--- config.mk ---
export PLATFORM = sky130hd
export DESIGN_NAME = vgm_sequencer
export DESIGN_NICKNAME = d
export VERILOG_FILES = /design/src/rtl/vgm_sequencer.sv
export SDC_FILE = /design/constraint.sdc
export NUM_CORES = 1
export LEC_CHECK = 0
export CORE_MARGIN = 2
export CORE_UTILIZATION = 50
export CTS_CLUSTER_SIZE = 40
export DETAILED_ROUTE_END_ITERATION = 16
export PLACE_DENSITY = 0.83
export SLEW_MARGIN = 5
export SYNTH_ARGS = -nofsm -noshare
export SYNTH_HDL_FRONTEND = slang
export SYNTH_SLANG_ARGS = --single-unit
export TNS_END_PERCENT = 30
--- constraint.sdc ---
create_clock -name clk -period 3 [get_ports clk]
set_input_delay 0.6 -clock clk [delete_from_list [all_inputs] [get_ports clk]]
set_output_delay 0.6 -clock clk [all_outputs]
set_load 0.1 [all_outputs]
--- src/rtl/vgm_sequencer.sv ---
// vgm_sequencer: decodes a VGM command byte stream into PSG/OPLL register
// writes and sample waits. Each wait is loaded into an external sample timer
// with a low-byte write followed by a high-byte/start write, and the
// sequencer stalls until the timer reports that it is no longer counting.
module vgm_sequencer #(
    parameter logic [7:0] OPLL_CMD = 8'h51,
    parameter logic [7:0] PSG_CMD  = 8'h50
) (
    input  logic       clk,
    input  logic       rst_n,
    input  logic       start_i,
    input  logic [7:0] in_data_i,
    input  logic       in_valid_i,
    output logic       in_ready_o,
    output logic       chip_wr_o,
    output logic       chip_sel_o,
    output logic [7:0] chip_adr_o,
    output logic [7:0] chip_data_o,
    output logic       tmr_wr_o,
    output logic       tmr_adr_o,
    output logic [7:0] tmr_data_o,
    input  logic       tmr_active_i,
    output logic       busy_o,
    output logic       done_o,
    output logic       err_o
);

    typedef enum logic [3:0] {
        ST_IDLE   = 4'd0,
        ST_OP     = 4'd1,
        ST_ARG1   = 4'd2,
        ST_ARG2   = 4'd3,
        ST_CHIPWR = 4'd4,
        ST_TLO    = 4'd5,
        ST_THI    = 4'd6,
        ST_WAIT   = 4'd7,
        ST_DONE   = 4'd8,
        ST_ERR    = 4'd9
    } state_e;

    localparam logic [7:0] OP_WAIT_N  = 8'h61;
    localparam logic [7:0] OP_WAIT_60 = 8'h62;
    localparam logic [7:0] OP_WAIT_50 = 8'h63;
    localparam logic [7:0] OP_END     = 8'h66;

    state_e      state_q, state_d;
    logic [7:0]  op_q, op_d;
    logic [7:0]  arg1_q, arg1_d;
    logic [15:0] count_q, count_d;
    logic        chip_sel_q, chip_sel_d;
    logic [7:0]  chip_adr_q, chip_adr_d;
    logic [7:0]  chip_data_q, chip_data_d;
    logic        tmr_adr_q, tmr_adr_d;
    logic [7:0]  tmr_data_q, tmr_data_d;
    logic        in_ready_q, in_ready_d;
    logic        chip_wr_q, chip_wr_d;
    logic        tmr_wr_q, tmr_wr_d;
    logic        busy_q, busy_d;
    logic        done_q, done_d;
    logic        err_q, err_d;
    logic        xfer_s;

    // A byte moves only when the registered ready flag meets valid input.
    assign xfer_s = in_valid_i & in_ready_q;

    // Next-state decode, operand capture and output-register next values.
    always_comb begin
        state_d     = state_q;
        op_d        = op_q;
        arg1_d      = arg1_q;
        count_d     = count_q;
        chip_sel_d  = chip_sel_q;
        chip_adr_d  = chip_adr_q;
        chip_data_d = chip_data_q;
        tmr_adr_d   = tmr_adr_q;
        tmr_data_d  = tmr_data_q;

        case (state_q)
            ST_IDLE, ST_DONE, ST_ERR: begin
                if (start_i) begin
                    state_d = ST_OP;
                end else begin
                    state_d = state_q;
                end
            end
            ST_OP: begin
                if (xfer_s) begin
                    op_d = in_data_i;
                    if ((in_data_i == PSG_CMD) || (in_data_i == OPLL_CMD) ||
                        (in_data_i == OP_WAIT_N)) begin
                        state_d = ST_ARG1;
                    end else if (in_data_i == OP_WAIT_60) begin
                        count_d = 16'h02DF;
                        state_d = ST_TLO;
                    end else if (in_data_i == OP_WAIT_50) begin
                        count_d = 16'h0372;
                        state_d = ST_TLO;
                    end else if (in_data_i[7:4] == 4'h7) begin
                        count_d = {12'h000, in_data_i[3:0]} + 16'h0001;
                        state_d = ST_TLO;
                    end else if (in_data_i == OP_END) begin
                        state_d = ST_DONE;
                    end else begin
                        state_d = ST_ERR;
                    end
                end else begin
                    state_d = ST_OP;
                end
            end
            ST_ARG1: begin
                if (xfer_s) begin
                    arg1_d = in_data_i;
                    if (op_q == PSG_CMD) begin
                        chip_sel_d  = 1'b0;
                        chip_adr_d  = 8'h00;
                        chip_data_d = in_data_i;
                        state_d     = ST_CHIPWR;
                    end else begin
                        state_d = ST_ARG2;
                    end
                end else begin
                    state_d = ST_ARG1;
                end
            end
            ST_ARG2: begin
                if (xfer_s) begin
                    if (op_q == OPLL_CMD) begin
                        chip_sel_d  = 1'b1;
                        chip_adr_d  = arg1_q;
                        chip_data_d = in_data_i;
                        state_d     = ST_CHIPWR;
                    end else begin
                        // Explicit wait: count is little-endian {arg2, arg1}.
                        count_d = {in_data_i, arg1_q};
                        state_d = ST_TLO;
                    end
                end else begin
                    state_d = ST_ARG2;
                end
            end
            ST_CHIPWR: state_d = ST_OP;
            ST_TLO:    state_d = ST_THI;
            ST_THI:    state_d = ST_WAIT;
            ST_WAIT: begin
                if (tmr_active_i) begin
                    state_d = ST_WAIT;
                end else begin
                    state_d = ST_OP;
                end
            end
            default: state_d = ST_IDLE;
        endcase

        // Timer data is loaded on entry to each timer-write state, held otherwise.
        if (state_d == ST_TLO) begin
            tmr_adr_d  = 1'b0;
            tmr_data_d = count_d[7:0];
        end else if (state_d == ST_THI) begin
            tmr_adr_d  = 1'b1;
            tmr_data_d = count_q[15:8];
        end else begin
            tmr_adr_d  = tmr_adr_q;
            tmr_data_d = tmr_data_q;
        end

        // Flags are registered from the next state so they track state exactly.
        in_ready_d = (state_d == ST_OP) || (state_d == ST_ARG1) || (state_d == ST_ARG2);
        chip_wr_d  = (state_d == ST_CHIPWR);
        tmr_wr_d   = (state_d == ST_TLO) || (state_d == ST_THI);
        busy_d     = (state_d != ST_IDLE) && (state_d != ST_DONE) && (state_d != ST_ERR);
        done_d     = (state_d == ST_DONE);
        err_d      = (state_d == ST_ERR);
    end

    // State, operand and output registers; reset drops every output at once.
    always_ff @(posedge clk or negedge rst_n) begin
        if (!rst_n) begin
            state_q     <= ST_IDLE;
            op_q        <= 8'h00;
            arg1_q      <= 8'h00;
            count_q     <= 16'h0000;
            chip_sel_q  <= 1'b0;
            chip_adr_q  <= 8'h00;
            chip_data_q <= 8'h00;
            tmr_adr_q   <= 1'b0;
            tmr_data_q  <= 8'h00;
            in_ready_q  <= 1'b0;
            chip_wr_q   <= 1'b0;
            tmr_wr_q    <= 1'b0;
            busy_q      <= 1'b0;
            done_q      <= 1'b0;
            err_q       <= 1'b0;
        end else begin
            state_q     <= state_d;
            op_q        <= op_d;
            arg1_q      <= arg1_d;
            count_q     <= count_d;
            chip_sel_q  <= chip_sel_d;
            chip_adr_q  <= chip_adr_d;
            chip_data_q <= chip_data_d;
            tmr_adr_q   <= tmr_adr_d;
            tmr_data_q  <= tmr_data_d;
            in_ready_q  <= in_ready_d;
            chip_wr_q   <= chip_wr_d;
            tmr_wr_q    <= tmr_wr_d;
            busy_q      <= busy_d;
            done_q      <= done_d;
            err_q       <= err_d;
        end
    end

    assign in_ready_o  = in_ready_q;
    assign chip_wr_o   = chip_wr_q;
    assign chip_sel_o  = chip_sel_q;
    assign chip_adr_o  = chip_adr_q;
    assign chip_data_o = chip_data_q;
    assign tmr_wr_o    = tmr_wr_q;
    assign tmr_adr_o   = tmr_adr_q;
    assign tmr_data_o  = tmr_data_q;
    assign busy_o      = busy_q;
    assign done_o      = done_q;
    assign err_o       = err_q;

endmodule
==> results.py <==
metrics = {
    "route": {
        "drtAntennaViolNets": 0,
        "dr.pass1.iters": 4,
        "wl_per_cell_um": 19.1,
        "route.detailed.drc": 0,
        "vias_per_cell": 5.87,
        "wl_met1_um": 3640,
        "dr_wl_met3_um": 504,
        "wl_met2_um": 4140,
        "top_layer_used": "met4",
        "wirelength_um": 8450,
        "first_iter_violations": 144,
        "num_vias": 2593,
    },
    "job": {
        "drv_cap": 0,
    },
    "worst_setup_path": {
        "worstPathRequired_ps": 3220,
        "reg2regPathDepth": 7,
        "critPathLaunchType": "primary input",
        "cp-end-kind": "flop",
        "path_max_fanout": 12,
        "crit_chain": "clkdlybuf4s50_1 > inv_1 > ha_1 > nor3b_1 > a31oi_1 > a221oi_4 > inv_2 > o31ai_1 > o21ai_0",
        "max_stage_delay_ps": 430,
        "cp-startpoint": "in_data_i[0]",
        "cp_slowest_cell": "clkdlybuf4s50_1",
        "regToRegStartpoint": "state_q[0]",
        "critPathArrivalTime_ps": 2990,
        "critPathKind": "in -> reg",
    },
    "clocking": {
        "htreeDepth": 3,
        "cts.clk_slew.worst_paths_ps": 80,
        "clock_path_buffers": 2,
        "clkLatencyLatePin_ps": 350,
        "postCtsHoldBufs": 0,
        "cts_sinks": 64,
        "root_buffer": "clkbuf_8",
        "cts_resized": 0,
        "cts_made_buffers": 9,
        "postCtsSetupBuffers": 0,
        "cts_tree": "done",
    },
    "timing": {
        "hold_viol_final": 0,
        "setup_viol": 0,
        "setup_slack_ps": 223,
        "finalClockSkew_ps": 13.3,
        "drv_slew": 0,
        "timing.slew.headroom": 0.530,
        "max_freq_mhz": 360,
        "finalCritPeriodShare": 0.926,
        "tightest_slew_ps": 706,
        "fin_crit_ps": 2780,
        "finalSetupTns_ps": 0,
        "rsz0062_at_grt": "false",
    },
    "place": {
        "hpwl_um": 6220,
        "globalplace.congestion": 0.911,
        "dp.cells": 426,
        "post-place-ws_ps": -108,
        "port_buffers": 44,
    },
    "power": {
        "leakagePower_nw": 1.97,
        "peakVddDrop_mv": 0.970,
        "cellPowerDensity_nw_per_um2": 1210,
        "total_power_mw": 4.96,
    },
    "layout": {
        "seqCellArea_um2": 1600,
        "layout-drive-gt1-share": 0.359,
        "finalNonFillerCells": 442,
        "layout.nets": 377,
        "num-fill-cells": 504,
        "multi_input_area_um2": 1450,
        "syn_to_final_growth_pct": 28.5,
        "diodes": 0,
    },
    "logic_synthesis": {
        "ys_ff_latch": 64,
        "synth_flop_cell": "dfrtp_1",
        "syn-num-nets": 297,
        "synth.avg_cell_area_um2": 11.4,
        "ys_seq_area_frac": 0.502,
        "ys.warnings.count": 0,
        "netlist_instances": 280,
        "synthDistinctLibCells": 58,
        "synth_edf_count": 0,
        "netlist_area_um2": 3190,
        "async_flop_share": 1.00,
    },
    "floorplanning": {
        "initial_utilization": 0.511,
        "io_pins": 45,
        "fp.coreArea_um2": 6240,
        "die_h_um": 83.9,
        "die_area_um2": 7030,
        "fp.dieW_um": 83.9,
        "row_count": 29,
    },
    "grt": {
        "antenna_found_initial": 0,
        "grt_usage": 0.258,
        "grt_overflow": 0,
        "grt_pass1_wl_um": 13900,
        "grt_pass1_vias": 2704,
        "grt_max_degree": 36,
    },
    "outcome": {
        "outcome": "finished clean",
    },
    "min_path": {
        "min_path_type": "in -> async",
    },
}
-- worst max-delay path: cells and delay by family --
kind,cells,cell delay (ps)
adder cells (fa/ha/maj),1,240
buffers and inverters,3,780
AO/OA/AOI/OAI,4,1070
AND/OR/NAND/NOR,1,290
-- registers in the layout (all words and copies together), names as in the netlist, 4 cells and up --
name	flops
state_q	4
count_q	12
chip_data_o	8
op_q	8
arg1_q	8
tmr_data_o	8
chip_adr_o	8
-- through the flow --
stage,hold WS [ps],instance area [um^2],util
3_3_place_gp,469,3870,0.620
5_1_grt,330,4100,0.657
2_1_floorplan,304,3190,-
6_report,294,4100,0.657
3_5_place_dp,471,3870,0.620
4_1_cts,307,4100,0.657
-- logic make-up (layout without fill, tap and decap cells) --
| kind of cell | count (synthesis) | after routing | synth area share |
|---|---|---|---|
| buf+inv | 26 | 111 | 0.0424 |
| fa+ha+maj | 4 | 4 | 0.0157 |
| xor+xnor | 1 | 1 | 0.00275 |
| simple gates | 76 | 76 | 0.144 |
| flops | 64 | 64 | 0.502 |
| compound gates | 79 | 79 | 0.188 |
| mux | 30 | 30 | 0.106 |
-- per-layer routing --
metal / GRT usage / up-vias
met3: 0.0603 / 18
met5: 0 / -
met4: 0.0894 / 0
met2: 0.423 / 95
met1: 0.339 / 1284
li1: - / 1196
-- cells in the mapped netlist, types with 2 or more instances --
cell | number | area, um^2
mux2_2 | 25 | 282
o22ai_1 | 2 | 12.5
o21a_1 | 2 | 15.0
nor3b_1 | 5 | 37.5
o221a_2 | 2 | 22.5
o31ai_1 | 10 | 75.1
o311a_1 | 3 | 30.0
a21oi_1 | 6 | 30.0
buf_6 | 3 | 33.8
a21o_1 | 3 | 22.5
and3_1 | 6 | 37.5
mux2i_1 | 4 | 40.0
a311o_1 | 2 | 20.0
nor4b_1 | 3 | 26.3
a211o_1 | 2 | 17.5
inv_1 | 7 | 26.3
o211ai_1 | 3 | 22.5
a21boi_0 | 2 | 15.0
a22oi_1 | 2 | 15.0
clkbuf_1 | 6 | 22.5
nand3_1 | 5 | 25.0
ha_1 | 4 | 50.1
buf_2 | 8 | 40.0
nand2_1 | 27 | 101
a221o_1 | 3 | 30.0
a22o_1 | 6 | 52.6
nor3_1 | 3 | 15.0
nor2b_1 | 3 | 18.8
o21ai_0 | 21 | 105
nor2_1 | 7 | 26.3
nand2b_1 | 5 | 31.3
dfrtp_1 | 64 | 1600
-- path summary, 6_finish.rpt --
kind | endpoint | slack [ps]
min reg2reg | count_q[8] | 480
min | count_q[7] | 290
max reg2reg | count_q[9] | 370
max | chip_adr_o[6] | 220
max in group asynchronous | chip_data_o[1] | 2100
min in group clk | count_q[8] | 480
-- placed cells by master (no fill, tap or decap), types with 3 or more instances in the layout --
cell type	n
a21o_1	3
a21oi_1	6
a221o_1	3
a22o_1	6
and3_1	6
buf_4	73
clkbuf_8	9
clkdlybuf4s50_1	11
clkinv_4	3
dfrtp_1	64
ha_1	4
inv_1	7
mux2_2	25
mux2i_1	4
nand2_1	27
nand2b_1	5
nand3_1	5
nor2_1	7
nor2b_1	3
nor3_1	3
nor3b_1	5
nor4b_1	3
o211ai_1	3
o21ai_0	21
o311a_1	3
o31ai_1	10
-- final cells by class --
class / count / share of cell area
well taps: 77 / 0.0235
multi-input cells: 190 / 0.354
repair buffers: 86 / 0.167
flip-flops and latches: 64 / 0.391
clock buffers: 9 / 0.0302
inverters: 9 / 0.00946
clock inverters: 7 / 0.0250
-- power by group --
part / total [mW] / internal [mW] / switching [mW]
Combinational: 2.67 / 0.858 / 1.82
Sequential: 1.43 / 1.18 / 0.250
Clock: 0.850 / 0.476 / 0.374
(Power assumes the default switching activity.)
